`src/rtl/header_scan_if.sv`:
```
// Control and read-strobe bundle for header_scan. The scanner masters the
// read bus and is driven through the slave view by its environment.
interface header_scan_if;
  logic        start_i;
  logic        busy_o;
  logic        done_o;
  logic        ok_o;
  logic [1:0]  err_code_o;
  logic        rd_req_o;
  logic [2:0]  adr_o;
  logic        rd_ack_i;
  logic [31:0] dat_i;
  logic [31:0] drawing_o;
  logic [3:0]  version_o;
  logic [7:0]  revision_o;
  logic [19:0] build_date_o;

  modport master (
    input  start_i, rd_ack_i, dat_i,
    output busy_o, done_o, ok_o, err_code_o, rd_req_o, adr_o,
           drawing_o, version_o, revision_o, build_date_o
  );

  modport slave (
    output start_i, rd_ack_i, dat_i,
    input  busy_o, done_o, ok_o, err_code_o, rd_req_o, adr_o,
           drawing_o, version_o, revision_o, build_date_o
  );
endinterface

```
`src/rtl/header_scan.sv`:
```
// Reads the 8-byte header (drawing @0x0, version word @0x4), validates it and
// holds decoded identity plus status. HEADER_SCAN_RETRY_EN: one re-read per timeout.
module header_scan #(
  parameter logic [31:0] EXPECTED_DRAWING = 32'h08000101,
  parameter int unsigned TIMEOUT          = 255
) (
  input  logic          clk_i,
  input  logic          rst_i,
  header_scan_if.master bus
);
  localparam logic [15:0] TMO = 16'(TIMEOUT);

  typedef enum logic [2:0] {IDLE, REQ_DRW, WAIT_DRW, REQ_VER, WAIT_VER, FINISH} state_t;

  state_t      state, state_nxt;
  logic [15:0] cnt;
  logic        tmo, give_up, go_fin;
  logic [1:0]  fin_code;

  // Last allowed wait cycle with no ack; an ack on that cycle still wins.
  assign tmo = (cnt == 16'd1) && !bus.rd_ack_i;

`ifdef HEADER_SCAN_RETRY_EN
  logic retried;
  always_ff @(posedge clk_i) begin
    if (rst_i)
      retried <= 1'b0;
    else if (state == IDLE || (state == WAIT_DRW && bus.rd_ack_i))
      retried <= 1'b0;
    else if ((state == WAIT_DRW || state == WAIT_VER) && tmo)
      retried <= 1'b1;
  end
  assign give_up = tmo && retried;
`else
  assign give_up = tmo;
`endif

  always_comb begin
    state_nxt = state;
    go_fin    = 1'b0;
    fin_code  = 2'd0;
    case (state)
      IDLE:    if (bus.start_i) state_nxt = REQ_DRW;
      REQ_DRW: state_nxt = WAIT_DRW;
      WAIT_DRW: begin
        if (bus.rd_ack_i) begin
          if (bus.dat_i == EXPECTED_DRAWING) state_nxt = REQ_VER;
          else begin state_nxt = FINISH; go_fin = 1'b1; fin_code = 2'd2; end
        end else if (give_up) begin
          state_nxt = FINISH; go_fin = 1'b1; fin_code = 2'd1;
        end else if (tmo) state_nxt = REQ_DRW;
      end
      REQ_VER: state_nxt = WAIT_VER;
      WAIT_VER: begin
        if (bus.rd_ack_i) begin
          state_nxt = FINISH;
          go_fin    = 1'b1;
          fin_code  = (bus.dat_i[3:0] == 4'd0) ? 2'd3 : 2'd0;
        end else if (give_up) begin
          state_nxt = FINISH; go_fin = 1'b1; fin_code = 2'd1;
        end else if (tmo) state_nxt = REQ_VER;
      end
      FINISH:  state_nxt = IDLE;
      default: state_nxt = IDLE;
    endcase
  end

  assign bus.busy_o   = (state != IDLE) && (state != FINISH);
  assign bus.done_o   = (state == FINISH);
  assign bus.rd_req_o = (state == REQ_DRW) || (state == REQ_VER);

  always_ff @(posedge clk_i) begin
    if (rst_i) begin
      state            <= IDLE;
      cnt              <= 16'd0;
      bus.ok_o         <= 1'b0;
      bus.err_code_o   <= 2'd0;
      bus.adr_o        <= 3'd0;
      bus.drawing_o    <= 32'd0;
      bus.version_o    <= 4'd0;
      bus.revision_o   <= 8'd0;
      bus.build_date_o <= 20'd0;
    end else begin
      state <= state_nxt;
      case (state)
        IDLE: if (bus.start_i) begin
          bus.ok_o         <= 1'b0;
          bus.err_code_o   <= 2'd0;
          bus.adr_o        <= 3'h0;
          bus.drawing_o    <= 32'd0;
          bus.version_o    <= 4'd0;
          bus.revision_o   <= 8'd0;
          bus.build_date_o <= 20'd0;
        end
        REQ_DRW, REQ_VER: cnt <= TMO;
        WAIT_DRW: begin
          if (bus.rd_ack_i) begin
            bus.drawing_o <= bus.dat_i;
            if (bus.dat_i == EXPECTED_DRAWING) bus.adr_o <= 3'h4;
          end else if (cnt != 16'd0) cnt <= cnt - 16'd1;
        end
        WAIT_VER: begin
          if (bus.rd_ack_i) begin
            bus.version_o    <= bus.dat_i[3:0];
            bus.revision_o   <= bus.dat_i[11:4];
            bus.build_date_o <= bus.dat_i[31:12];
          end else if (cnt != 16'd0) cnt <= cnt - 16'd1;
        end
        default: ;
      endcase
      if (go_fin) begin
        bus.err_code_o <= fin_code;
        bus.ok_o       <= (fin_code == 2'd0);
      end
    end
  end
endmodule
```
`src/flat_wrapper.sv`:
```
// flat-port wrapper written by rule: the top's interface ports become plain ports
module header_scan_flat 
#(
  parameter logic [31:0] EXPECTED_DRAWING = 32'h08000101,
  parameter int unsigned TIMEOUT          = 255
)
  (clk_i, rst_i, bus_start_i, bus_rd_ack_i, bus_dat_i, bus_busy_o, bus_done_o, bus_ok_o, bus_err_code_o, bus_rd_req_o, bus_adr_o, bus_drawing_o, bus_version_o, bus_revision_o, bus_build_date_o);
  header_scan_if bus_i ();
  input  logic clk_i;
  input  logic rst_i;
  input wire logic [$bits(bus_i.start_i)-1:0] bus_start_i;
  input wire logic [$bits(bus_i.rd_ack_i)-1:0] bus_rd_ack_i;
  input wire logic [$bits(bus_i.dat_i)-1:0] bus_dat_i;
  output wire logic [$bits(bus_i.busy_o)-1:0] bus_busy_o;
  output wire logic [$bits(bus_i.done_o)-1:0] bus_done_o;
  output wire logic [$bits(bus_i.ok_o)-1:0] bus_ok_o;
  output wire logic [$bits(bus_i.err_code_o)-1:0] bus_err_code_o;
  output wire logic [$bits(bus_i.rd_req_o)-1:0] bus_rd_req_o;
  output wire logic [$bits(bus_i.adr_o)-1:0] bus_adr_o;
  output wire logic [$bits(bus_i.drawing_o)-1:0] bus_drawing_o;
  output wire logic [$bits(bus_i.version_o)-1:0] bus_version_o;
  output wire logic [$bits(bus_i.revision_o)-1:0] bus_revision_o;
  output wire logic [$bits(bus_i.build_date_o)-1:0] bus_build_date_o;
  assign bus_i.start_i = bus_start_i;
  assign bus_i.rd_ack_i = bus_rd_ack_i;
  assign bus_i.dat_i = bus_dat_i;
  assign bus_busy_o = bus_i.busy_o;
  assign bus_done_o = bus_i.done_o;
  assign bus_ok_o = bus_i.ok_o;
  assign bus_err_code_o = bus_i.err_code_o;
  assign bus_rd_req_o = bus_i.rd_req_o;
  assign bus_adr_o = bus_i.adr_o;
  assign bus_drawing_o = bus_i.drawing_o;
  assign bus_version_o = bus_i.version_o;
  assign bus_revision_o = bus_i.revision_o;
  assign bus_build_date_o = bus_i.build_date_o;
  header_scan #(.EXPECTED_DRAWING(EXPECTED_DRAWING), .TIMEOUT(TIMEOUT)) u_core (.clk_i(clk_i), .rst_i(rst_i), .bus(bus_i));
endmodule
```
`config.mk`:
```
export PLATFORM = sky130hd
export DESIGN_NAME = header_scan_flat
export DESIGN_NICKNAME = d
export VERILOG_FILES = /design/src/rtl/header_scan_if.sv /design/src/rtl/header_scan.sv /design/src/flat_wrapper.sv
export SDC_FILE = /design/constraint.sdc
export NUM_CORES = 1
export LEC_CHECK = 0
export ABC_AREA = 1
export BUFFER_PORTS_ARGS = -buffer_cell sky130_fd_sc_hd__buf_2
export CAP_MARGIN = 15
export CORE_ASPECT_RATIO = 2
export CORE_MARGIN = 3
export CORE_UTILIZATION = 45
export DETAILED_ROUTE_END_ITERATION = 6
export PLACE_DENSITY_LB_ADDON = 0.1
export SKIP_LAST_GASP = 1
export SYNTH_ARGS = -nofsm -noshare
export SYNTH_HDL_FRONTEND = slang
export SYNTH_SLANG_ARGS = --single-unit
```
`constraint.sdc`:
```
create_clock -name clk_i -period 4.1 [get_ports clk_i]
set_clock_uncertainty 0.15 [all_clocks]
set_input_delay 0 -clock clk_i [delete_from_list [all_inputs] [get_ports clk_i]]
set_output_delay 0 -clock clk_i [all_outputs]
set_load 0.01 [all_outputs]
```
==> summary.txt <==
Layout
  • Area Growth Syn to Fin: 30.3%
  • Nets: 735
  • Fillers: roughly 820
  • # diodes: 0
  • Multi-input gate area: 0.00187 mm²
  • Register area: 0.00174 mm²
  • Layout cells sized above 1: 0.221
  • Commonest non-fill, non-tap cells in the layout: nor2_1, buf_2, dfxtp_1, a21oi_1, o21ai_1

STA
  • Setup violators final: 0
  • Fmax: 413 MHz
  • Setup_tns: 0 ns
  • Worst Tran Pin Value: between 0.6 and 0.7 ns
  • Max-slew violations: 0
  • Final worst slack: 1.68 ns
  • Slew margin rel.: 0.553
  • Fin crit share: 0.591
  • Final min period: 2.42 ns
  • Fin. Hold Viols: 0
  • RSZ-0062 raised after global routing: false

Pwr
  • P_leak: around 2.5 nW
  • IR drop worst, VDD: 360 µV
  • Combinational power share: 0.377
  • PD cells: approximately 640 mW/mm²
  • NetSw: 0.00132 W
  • Reg power frac: 0.355
  • Net Sw Frac: 0.394
  • Clock share of power: 0.268
  • Internal power: 0.00202 W

Synthesis
  • Top cells by area, synth: dfxtp_1, a21oi_1, nor2_1, o21ai_1, nand2_1
  • Synth warn: 0
  • Synth Area per Inst: 7.01 µm²
  • Sequential-to-total area share from yosys stat: 0.437
  • Synth Area in XOR/XNOR: 0.00220
  • Mux cell area share after synthesis: 0
  • Unique cell type count in the Yosys netlist: 36
  • Mapped cell area: 0.00399 mm²
  • Synth Area in Compound Gates: 0.217
  • Largest family of logic cells by synthesized area: simple AND/OR/NAND/NOR gates
  • Post-synthesis adder-cell area fraction: 0.00941
  • Synthesized flop and latch total: 87
  • Synth Area in Simple Gates: 0.239
  • Post-Synthesis Cells: roughly 570
  • Share of the synthesized area in the top cell type: 0.437
  • Yosys top cell by area: dfxtp_1

Detailed routing
  • Metal3 WL: 548 µm
  • Routed wire length: around 12 mm
  • Metal2 WL: 6.39 mm
  • Uppermost routed layer: met4
  • Initial DRT Pass Iterations: 4
  • Avg Vias per Cell: ~5.3
  • # DRC: 0
  • Met1 WL: 4.55 mm
  • Initial DRC Count: between 100 and 150
  • Routed wire length per instance: 14.9 µm
  • Detail Route Antenna Nets: 0
  • Total number of vias: 4206

Worst setup path
  • Reg2Reg Depth: 9
  • Bufs and invs on worst path: 4
  • Crit Reg-Reg Endpoint: u_core.bus.drawing_o[19]
  • Worst R2R Start: u_core.state[2]
  • R2R setup slack: 1.68 ns
  • Crit path max-delay family: buffers and inverters
  • CP max stage delay: between 0.4 and 0.5 ns
  • WS Path Type: flop to flop
  • Crit path capture type: flop
  • Critical Path AT: 2.56 ns
  • Critical-path top delay cell: inv_2
  • Crit-path cells: nor3_4 -> buf_4 -> inv_2 -> nor2_2 -> nor2_2 -> buf_4 -> inv_2 -> o21ai_1 -> nor2_1
  • Critical path origin: u_core.state[2]
  • Critical path fanouts, max: 36
  • Setup crit start kind: flop
  • WP data required: 4.24 ns

Clock network
  • CTS Buf Count: 9
  • Root Driver: clkbuf_16
  • CTS tree: yes
  • Reg clk slew, reported paths: ~0.07 ns
  • Clock sink total: 87
  • Htree depth: 3
  • Clock latency reported for the late side of the worst-skew pair: 0.34 ns
  • CTS resizes: 0
  • Clock tree buffer depth: 2

Global routing
  • Vias in the first global route: 4093
  • GRT Overall Usage: 0.242
  • Largest net degree at the start of global routing: 50
  • Initial antenna violation count: 0
  • Grt ovf: 0
  • Global-route wire length before repair: 19.4 mm

Floorplan
  • Die Wd: 72.6 µm
  • Die Height: 139 µm
  • I/O Pins: roughly 110
  • Core box area: 0.00865 mm²
  • Num rows: 48
  • Starting Density: 0.461
  • Die ar.: 0.0101 mm²

Placement
  • GP Congestion: 0.928
  • DP Wirelength: 8.21 mm
  • IO buf count: 106
  • Worst slack, placed: 1.70 ns

Hold path
  • Min-delay src: bus_dat_i[8]
  • WHS Endpoint: u_core.bus.drawing_o[8]
  • Worst hold stages: 4
  • Hold Crit Class: input port to flop

Job
  • Max-Cap Viols: 0

Outcome
  • Status: finished clean
stage by stage:
step | instances | hold WS [ns] | cell area [µm²] | power [W] | utilization
6_report | 801 | 0.317 | 5200 | 0.00334 | 0.601
5_1_grt | 801 | 0.349 | 5200 | 0.00358 | 0.601
4_1_cts | 801 | 0.310 | 5200 | 0.00335 | 0.601
3_5_place_dp | 750 | 0.132 | 4520 | 0.00243 | 0.522
3_3_place_gp | 750 | 0.125 | 4520 | 0.00241 | 0.522
2_1_floorplan | 570 | -0.0715 | 3990 | 0.00205 | -
Yosys cell counts (all sizes together):
cell type,instances
dfxtp,87
o311ai,1
o21ai,78
nor3,7
clkbuf,15
ha,3
and2,1
inv,56
nand3b,3
nor2,113
buf,15
or2,1
conb,1
nand4,5
xor2,1
a21oi,86
a31oi,1
o2111ai,1
nand2,64
clkinv,3
a211oi,1
nand3,26
what timing repair did:
item / in CTS / in global routing
setup buffers: 0 / 0
hold endpoints to repair: 77 / 0
hold buffers: 35 / 0
flip-flops by register name, indices dropped and copies added (netlist names):
signal                   flops
u_core.cnt                  16
u_core.state                 3
u_core.bus.build_date_o     20
u_core.bus.revision_o        8
u_core.bus.drawing_o        32
u_core.bus.adr_o             1
u_core.bus.ok_o              1
u_core.bus.version_o         4
u_core.bus.err_code_o        2
logic make-up (layout without fill, tap and decap cells):
group	count (synthesis)	after routing
AOI/OAI and AO/OA	168	168
xor gates and xnor gates	1	1
adders and majority gates	3	3
buffers and inverters	89	220
DFF	87	87
other	1	2
and+or+nand+nor	220	220
final cells by class:
class                   count  share of cell area
clock inverters             7              0.0197
multi-input cells         394               0.360
repair buffers            145               0.175
well taps                 100              0.0241
inverters                  59              0.0426
clock buffers               9              0.0433
flip-flops and latches     87               0.335
tightest hold or removal path: cells and delay by family:
| kind | cells | cell delay, ns |
|---|---|---|
| and+or+nand+nor | 1 | 0.09 |
| buffers and inverters | 2 | 0.63 |
| AOI/OAI and AO/OA | 1 | 0.06 |
power groups by stage:
stage	Combinational [W]	Clock (W)	Sequential (W)
6_report	0.00126	0.000896	0.00119
5_1_grt	0.00142	0.000954	0.00121
4_1_cts	0.00126	0.000909	0.00118
3_5_place_dp	0.00123	0	0.00119
3_3_place_gp	0.00121	0	0.00119
2_1_floorplan	0.000805	0	0.00124
metal layers:
layer	vias up	global-route usage
met4	0	0.129
met1	1937	0.263
met2	125	0.422
met3	30	0.0530
li1	2114	-
met5	-	0
worst max-delay path by stage:
stage | slack (ns) | end | cells after the start
floorplan | 2.48 | u_core.cnt[11] | 9
global placement | 1.70 | u_core.cnt[7] | 9
detailed placement | 1.70 | u_core.cnt[7] | 9
CTS | 1.67 | u_core.cnt[7] | 9
global route | 1.44 | u_core.cnt[7] | 9
finish | 1.68 | u_core.bus.drawing_o[19] | 9
(Power assumes the default switching activity.)
